===== config.mk =====
export PLATFORM = sky130hd
export DESIGN_NAME = sort_sched_flat
export DESIGN_NICKNAME = d
export VERILOG_FILES = /design/src/rtl/sort_pkg.sv /design/src/rtl/sort_sched_if.sv /design/src/rtl/sort_sched.sv /design/src/flat_wrapper.sv
export SDC_FILE = /design/constraint.sdc
export NUM_CORES = 1
export LEC_CHECK = 0
export CAP_MARGIN = 0
export CORE_ASPECT_RATIO = 1.1
export CORE_MARGIN = 3
export CORE_UTILIZATION = 59
export CTS_CLUSTER_DIAMETER = 40
export DETAILED_ROUTE_END_ITERATION = 10
export GPL_ROUTABILITY_DRIVEN = 0
export PLACE_DENSITY = 0.88
export SLEW_MARGIN = 10
export SYNTH_ARGS = -nofsm -noshare
export SYNTH_HDL_FRONTEND = slang
export SYNTH_SLANG_ARGS = --single-unit

===== constraint.sdc =====
create_clock -name i_clk -period 8.6 [get_ports i_clk]
set_input_delay 1.72 -clock i_clk [delete_from_list [all_inputs] [get_ports i_clk]]
set_output_delay 1.72 -clock i_clk [all_outputs]
set_load 0.02 [all_outputs]

===== src/rtl/sort_pkg.sv =====
// Shared sizing for the radix-sort datapath.
package sort_pkg;
    localparam int M = 8;
endpackage


===== src/rtl/sort_sched_if.sv =====
// Load/stream bundle of the sort scheduler; master = load source and consumer, slave = scheduler.
interface sort_sched_if #(
    parameter int M = sort_pkg::M,
    parameter int W = 8
);
    localparam int IW = (M > 1) ? $clog2(M) : 1;

    logic            i_load;
    logic [M*W-1:0]  i_data;
    logic            o_busy;
    logic            o_valid;
    logic            i_ready;
    logic [IW-1:0]   o_idx;
    logic [W-1:0]    o_data;
    logic            o_done;

    modport master (
        output i_load, i_data, i_ready,
        input  o_busy, o_valid, o_idx, o_data, o_done
    );

    modport slave (
        input  i_load, i_data, i_ready,
        output o_busy, o_valid, o_idx, o_data, o_done
    );
endinterface


===== src/rtl/sort_sched.sv =====
// Bit-serial MSB-first extremum search over M stored words, emitted in stable sorted order.
// W scan cycles plus one emit cycle per word; the winner is held on o_idx/o_data while i_ready is low.
module sort_sched #(
    parameter int M       = sort_pkg::M,
    parameter int W       = 8,
    parameter bit DESCEND = 1'b1
) (
    input  logic        i_clk,
    input  logic        i_rst_n,
    sort_sched_if.slave bus
);
    localparam int IW = (M > 1) ? $clog2(M) : 1;
    localparam int BW = (W > 1) ? $clog2(W) : 1;
    localparam int CW = $clog2(M + 1);

    typedef enum logic [1:0] {IDLE, SCAN, EMIT, DONE} state_t;

    state_t        state_q, state_d;
    logic [W-1:0]  mem_q [M];
    logic [M-1:0]  active_q, active_d;
    logic [M-1:0]  cand_q, cand_d;
    logic [BW-1:0] bit_q, bit_d;
    logic [CW-1:0] rem_q, rem_d;
    logic [IW-1:0] idx_q, idx_d;
    logic [W-1:0]  data_q, data_d;

    logic [M-1:0]  plane, hit, narrowed, active_clr;
    logic [IW-1:0] win_idx;
    logic          load_acc;

    // Ascending order inverts each plane so the same "keep the ones" narrowing finds the minimum.
    always_comb begin
        plane = '0;
        for (int k = 0; k < M; k++) begin
            plane[k] = mem_q[k][bit_q] ^ ~DESCEND;
        end
        hit      = cand_q & plane;
        narrowed = (|hit) ? hit : cand_q;
        win_idx  = '0;
        for (int k = M - 1; k >= 0; k--) begin
            if (narrowed[k]) win_idx = IW'(k);
        end
        active_clr = active_q;
        for (int k = 0; k < M; k++) begin
            if (idx_q == IW'(k)) active_clr[k] = 1'b0;
        end
    end

    always_comb begin
        state_d  = state_q;
        active_d = active_q;
        cand_d   = cand_q;
        bit_d    = bit_q;
        rem_d    = rem_q;
        idx_d    = idx_q;
        data_d   = data_q;
        load_acc = 1'b0;
        case (state_q)
            IDLE: begin
                if (bus.i_load) begin
                    load_acc = 1'b1;
                    active_d = '1;
                    cand_d   = '1;
                    bit_d    = BW'(W - 1);
                    rem_d    = CW'(M);
                    state_d  = SCAN;
                end
            end
            SCAN: begin
                cand_d = narrowed;
                if (bit_q == '0) begin
                    idx_d   = win_idx;
                    data_d  = mem_q[win_idx];
                    state_d = EMIT;
                end else begin
                    bit_d = bit_q - BW'(1);
                end
            end
            EMIT: begin
                if (bus.i_ready) begin
                    active_d = active_clr;
                    rem_d    = rem_q - CW'(1);
                    if (rem_q == CW'(1)) begin
                        state_d = DONE;
                    end else begin
                        cand_d  = active_clr;
                        bit_d   = BW'(W - 1);
                        state_d = SCAN;
                    end
                end
            end
            DONE:    state_d = IDLE;
            default: state_d = IDLE;
        endcase
    end

    always_ff @(posedge i_clk or negedge i_rst_n) begin
        if (!i_rst_n) begin
            state_q  <= IDLE;
            active_q <= '0;
            cand_q   <= '0;
            bit_q    <= '0;
            rem_q    <= '0;
            idx_q    <= '0;
            data_q   <= '0;
        end else begin
            state_q  <= state_d;
            active_q <= active_d;
            cand_q   <= cand_d;
            bit_q    <= bit_d;
            rem_q    <= rem_d;
            idx_q    <= idx_d;
            data_q   <= data_d;
        end
    end

    always_ff @(posedge i_clk or negedge i_rst_n) begin
        if (!i_rst_n) begin
            for (int k = 0; k < M; k++) mem_q[k] <= '0;
        end else if (load_acc) begin
            for (int k = 0; k < M; k++) mem_q[k] <= bus.i_data[k*W +: W];
        end
    end

    assign bus.o_busy  = (state_q != IDLE);
    assign bus.o_valid = (state_q == EMIT);
    assign bus.o_done  = (state_q == DONE);
    assign bus.o_idx   = idx_q;
    assign bus.o_data  = data_q;
endmodule


===== src/flat_wrapper.sv =====
// flat-port wrapper written by rule: the top's interface ports become plain ports
module sort_sched_flat 
#(
    parameter int M       = sort_pkg::M,
    parameter int W       = 8,
    parameter bit DESCEND = 1'b1
)
  (i_clk, i_rst_n, bus_i_load, bus_i_data, bus_i_ready, bus_o_busy, bus_o_valid, bus_o_idx, bus_o_data, bus_o_done);
  sort_sched_if #(.M(M), .W(W)) bus_i ();
  input  logic i_clk;
  input  logic i_rst_n;
  input wire logic [$bits(bus_i.i_load)-1:0] bus_i_load;
  input wire logic [$bits(bus_i.i_data)-1:0] bus_i_data;
  input wire logic [$bits(bus_i.i_ready)-1:0] bus_i_ready;
  output wire logic [$bits(bus_i.o_busy)-1:0] bus_o_busy;
  output wire logic [$bits(bus_i.o_valid)-1:0] bus_o_valid;
  output wire logic [$bits(bus_i.o_idx)-1:0] bus_o_idx;
  output wire logic [$bits(bus_i.o_data)-1:0] bus_o_data;
  output wire logic [$bits(bus_i.o_done)-1:0] bus_o_done;
  assign bus_i.i_load = bus_i_load;
  assign bus_i.i_data = bus_i_data;
  assign bus_i.i_ready = bus_i_ready;
  assign bus_o_busy = bus_i.o_busy;
  assign bus_o_valid = bus_i.o_valid;
  assign bus_o_idx = bus_i.o_idx;
  assign bus_o_data = bus_i.o_data;
  assign bus_o_done = bus_i.o_done;
  sort_sched #(.M(M), .W(W), .DESCEND(DESCEND)) u_core (.i_clk(i_clk), .i_rst_n(i_rst_n), .bus(bus_i));
endmodule

==> flow_summary.yaml <==
status:
  run_status: "finished, final reports clean"
worst_setup_path:
  rr_worst_depth: 9
  cp-start-kind: "flip-flop"
  worstPathRequired_ns: 8.86
  critPathBufInv: 0
  crit_type: "flip-flop to flip-flop"
  crit_cells: 9
  crit_slowest_cell: "dfrtp_1"
  end_kind: "flip-flop"
  critPathArrivalTime_ns: 5.01
  crit_top_cell: "mux2i_1"
  r2r-start: "u_core.bit_q[0]$_DFFE_PN0P_"
  crit_fanout: 33
  crit_end: "u_core.bus.o_data[1]$_DFFE_PN0P_"
  critPathLaunch: "u_core.bit_q[0]$_DFFE_PN0P_"
  crit_family: "compound AO/OA/AOI/OAI gates"
  max_stage_delay_ns: 1.07
  path_cells: "mux4_2 > a22oi_1 > nand4_1 > o32a_1 > a221oi_2 > nand2_2 > mux2i_1 > mux2i_1 > a221o_1"
  r2r_setup_slack_ns: 3.85
  r2r_end: "u_core.bus.o_data[1]$_DFFE_PN0P_"
pwr:
  power.density_nw_per_um2: 413
  cellLeakagePower_uw: 0.00280
  peakVddDrop_mv: 0.204
finish:
  multi_input_area_um2: 2720
  seqCellArea_um2: 2500
  fin_cells: 650
  n_fill_cell: 593
  nNetsFinal: 607
  antenna_cells: 0
  drive_gt1_share_pct: 20.5
  areaGrowthSynthToFinish_pct: 19.9
detailed_routing:
  wire_per_inst_um: 19.6
  dr.pass1.iters: 6
  via_per_inst: 6.33
  wirelength_um: 12700
  wl_met2_um: 6510
  drt_iter0_drc: 268
  num_vias: 4113
  highest_layer: "met4"
  drt.antenna.violating_nets: 0
  wl_met3_um: 732
  drcViolationCount: 0
  met1_length_um: 5090
grt:
  grt_pass1_wl_um: 21100
  overflow: 0
  antenna_found_initial: 0
  grt_max_degree: 69
  track_usage_pct: 25.4
  grt_pass1_vias: 4185
cts:
  cts_hold_buf: 0
  clkSinkCount: 100
  worstSkewPairLatency_ns: 0.37
  post_cts_buffers: 0
  cts_root_buf: "clkbuf_8"
  h-tree-depth: 3
  ctsResizeCount: 0
  cts_tree: "yes"
  cts_buffers: 9
  clockBufferDepth: 2
  clk_pin_slew_ns: 0.09
logic_synthesis:
  postSynthCellCount: 460
  ys_warn_count: 0
  synth_xor_area_share_pct: 0.324
  synth.cell_area_um2: 5400
  ys.flop_type: "dfrtp_1"
  synth_fa_ha_area_share_pct: 1.85
  synth_nets: 536
  ys_seq_area_share_pct: 46.3
  avgSynthCellArea_um2: 11.7
  synth-async-reset-ratio_pct: 100
  yosysUniqueCellTypes: 46
  synth-simple-area-share_pct: 8.61
  synth-compound-area-share_pct: 11.0
  synth_edf_count: 0
  ys_seq_elements: 100
  muxShareOfSynthArea_pct: 28.4
  synth_top_family_by_area: "multiplexers"
sta:
  relSlewSlack_pct: 22.8
  skew_ns: 0.0122
  rsz0062_at_grt: "false"
  min_period_over_period_pct: 55.2
  setup_viol: 0
  min_period_ns: 4.75
  tns_ns: 0
  fmax_mhz: 211
  hold_viol_final: 0
  worst_slew_pin_slew_ns: 1.15
  drv_slew: 0
die:
  die_area_um2: 10300
  fp.dieH_um: 106
  die_x_um: 97.3
  ios: 82
  start_util_pct: 60.9
  rows: 36
  coreArea_um2: 8870
min_path:
  whs_path_depth: 2
  hold_class: "flip-flop to flip-flop"
placed_design:
  placedCellCount: 634
  port_buffers: 81
  dp_hpwl_um: 9450
flow_run:
  max-cap-violations: 0
routing by layer:
layer	track usage, %	vias up
met5	0	-
li1	-	1836
met2	43.7	194
met4	10.8	0
met1	32.7	2043
met3	3.02	40
per-stage QoR:
stage | util (%) | setup WS [ns] | hold WS, ns | area [um^2] | power, uW
2_1_floorplan | - | 5.35 | 0.446 | 5400 | 1990
3_3_place_gp | 70.5 | 4.09 | 0.460 | 6260 | 2250
3_5_place_dp | 70.5 | 3.88 | 0.497 | 6260 | 2320
4_1_cts | 73.0 | 3.86 | 0.520 | 6480 | 2660
5_1_grt | 73.0 | 3.44 | 0.549 | 6480 | 2830
6_report | 73.0 | 3.85 | 0.515 | 6480 | 2670
cell usage after synthesis (all sizes together) (2+ instances only):
master / instances / area, um^2
o22ai: 6 / 37.5
o31ai: 4 / 30.0
ha: 8 / 100
inv: 16 / 60.1
a22o: 3 / 26.3
a21oi: 10 / 50.1
nor4: 2 / 12.5
clkbuf: 16 / 60.1
a211o: 5 / 43.8
nand3: 7 / 35.0
nand3b: 2 / 15.0
nor3: 4 / 20.0
nor2: 18 / 67.6
and2: 5 / 31.3
nand2b: 7 / 43.8
or2: 3 / 18.8
xnor2: 2 / 17.5
o211ai: 3 / 22.5
nand2: 44 / 168
o21ai: 24 / 120
buf: 9 / 72.6
dfrtp: 100 / 2500
a31oi: 6 / 37.5
a22oi: 4 / 35.0
a41oi: 6 / 52.6
mux2i: 43 / 430
a221oi: 2 / 23.8
a221o: 3 / 30.0
nor2b: 6 / 37.5
mux4: 16 / 360
mux2: 66 / 743
area by class of cell:
type / count / area share, %
clock inverter: 4 / 1.12
clock buffer: 12 / 2.24
tap: 114 / 2.20
timing repair buffer: 85 / 12.9
multi-input combinational: 319 / 41.9
sequential: 100 / 38.6
inverter: 16 / 0.927
registers in the layout, summed over array words and instances (netlist names):
name / cells
u_core.cand_q: 8
u_core.active_q: 8
u_core.rem_q: 4
u_core.bus.o_data: 8
u_core.mem_q: 64
u_core.state_q: 2
u_core.bit_q: 3
u_core.bus.o_idx: 3
logic make-up (layout without fill, tap and decap cells):
family / after synthesis / in the layout
flip-flops: 100 / 100
buffers and inverters: 41 / 117
AO/OA/AOI/OAI: 84 / 84
XOR/XNOR: 2 / 2
AND/OR/NAND/NOR: 100 / 100
adder cells (fa/ha/maj): 8 / 8
multiplexers: 125 / 125
worst min path at each step:
stage,startpoint,endpoint,slack [ns]
after global placement,u_core.active_q[3]$_DFFE_PN0P_,u_core.active_q[3]$_DFFE_PN0P_,0.46
after global routing,u_core.active_q[4]$_DFFE_PN0P_,u_core.active_q[4]$_DFFE_PN0P_,0.55
final,u_core.active_q[3]$_DFFE_PN0P_,u_core.active_q[3]$_DFFE_PN0P_,0.52
after detailed placement,u_core.active_q[3]$_DFFE_PN0P_,u_core.active_q[3]$_DFFE_PN0P_,0.50
after floorplan,u_core.active_q[3]$_DFFE_PN0P_,u_core.active_q[3]$_DFFE_PN0P_,0.45
after CTS,u_core.active_q[3]$_DFFE_PN0P_,u_core.active_q[3]$_DFFE_PN0P_,0.52
power breakdown:
group / switching, uW / internal (uW) / total [uW]
Clock: 159 / 172 / 331
Sequential: 216 / 672 / 888
Combinational: 721 / 733 / 1450
cells in the final DEF (no fill, tap or decap), types with 7 or more instances in the layout:
cell | netlist | layout
dfrtp_1 | 100 | 100
clkdlybuf4s50_1 | 0 | 80
mux2_2 | 66 | 66
mux2i_1 | 43 | 43
nand2_1 | 43 | 42
o21ai_0 | 24 | 24
nor2_1 | 18 | 18
inv_1 | 16 | 16
mux4_2 | 16 | 16
a21oi_1 | 10 | 10
clkbuf_8 | 0 | 10
ha_1 | 8 | 8
nand3_1 | 7 | 7
nand2b_1 | 7 | 7
worst reg2reg max path, stage by stage, from the launching register on:
cell	delay, ns
dfrtp_1	1.07
mux4_2	0.63
a22oi_1	0.43
nand4_1	0.29
o32a_1	0.44
a221oi_2	0.28
nand2_2	0.59
mux2i_1	0.42
mux2i_1	0.15
a221o_1	0.34
Power figures use the tool's default switching activity.
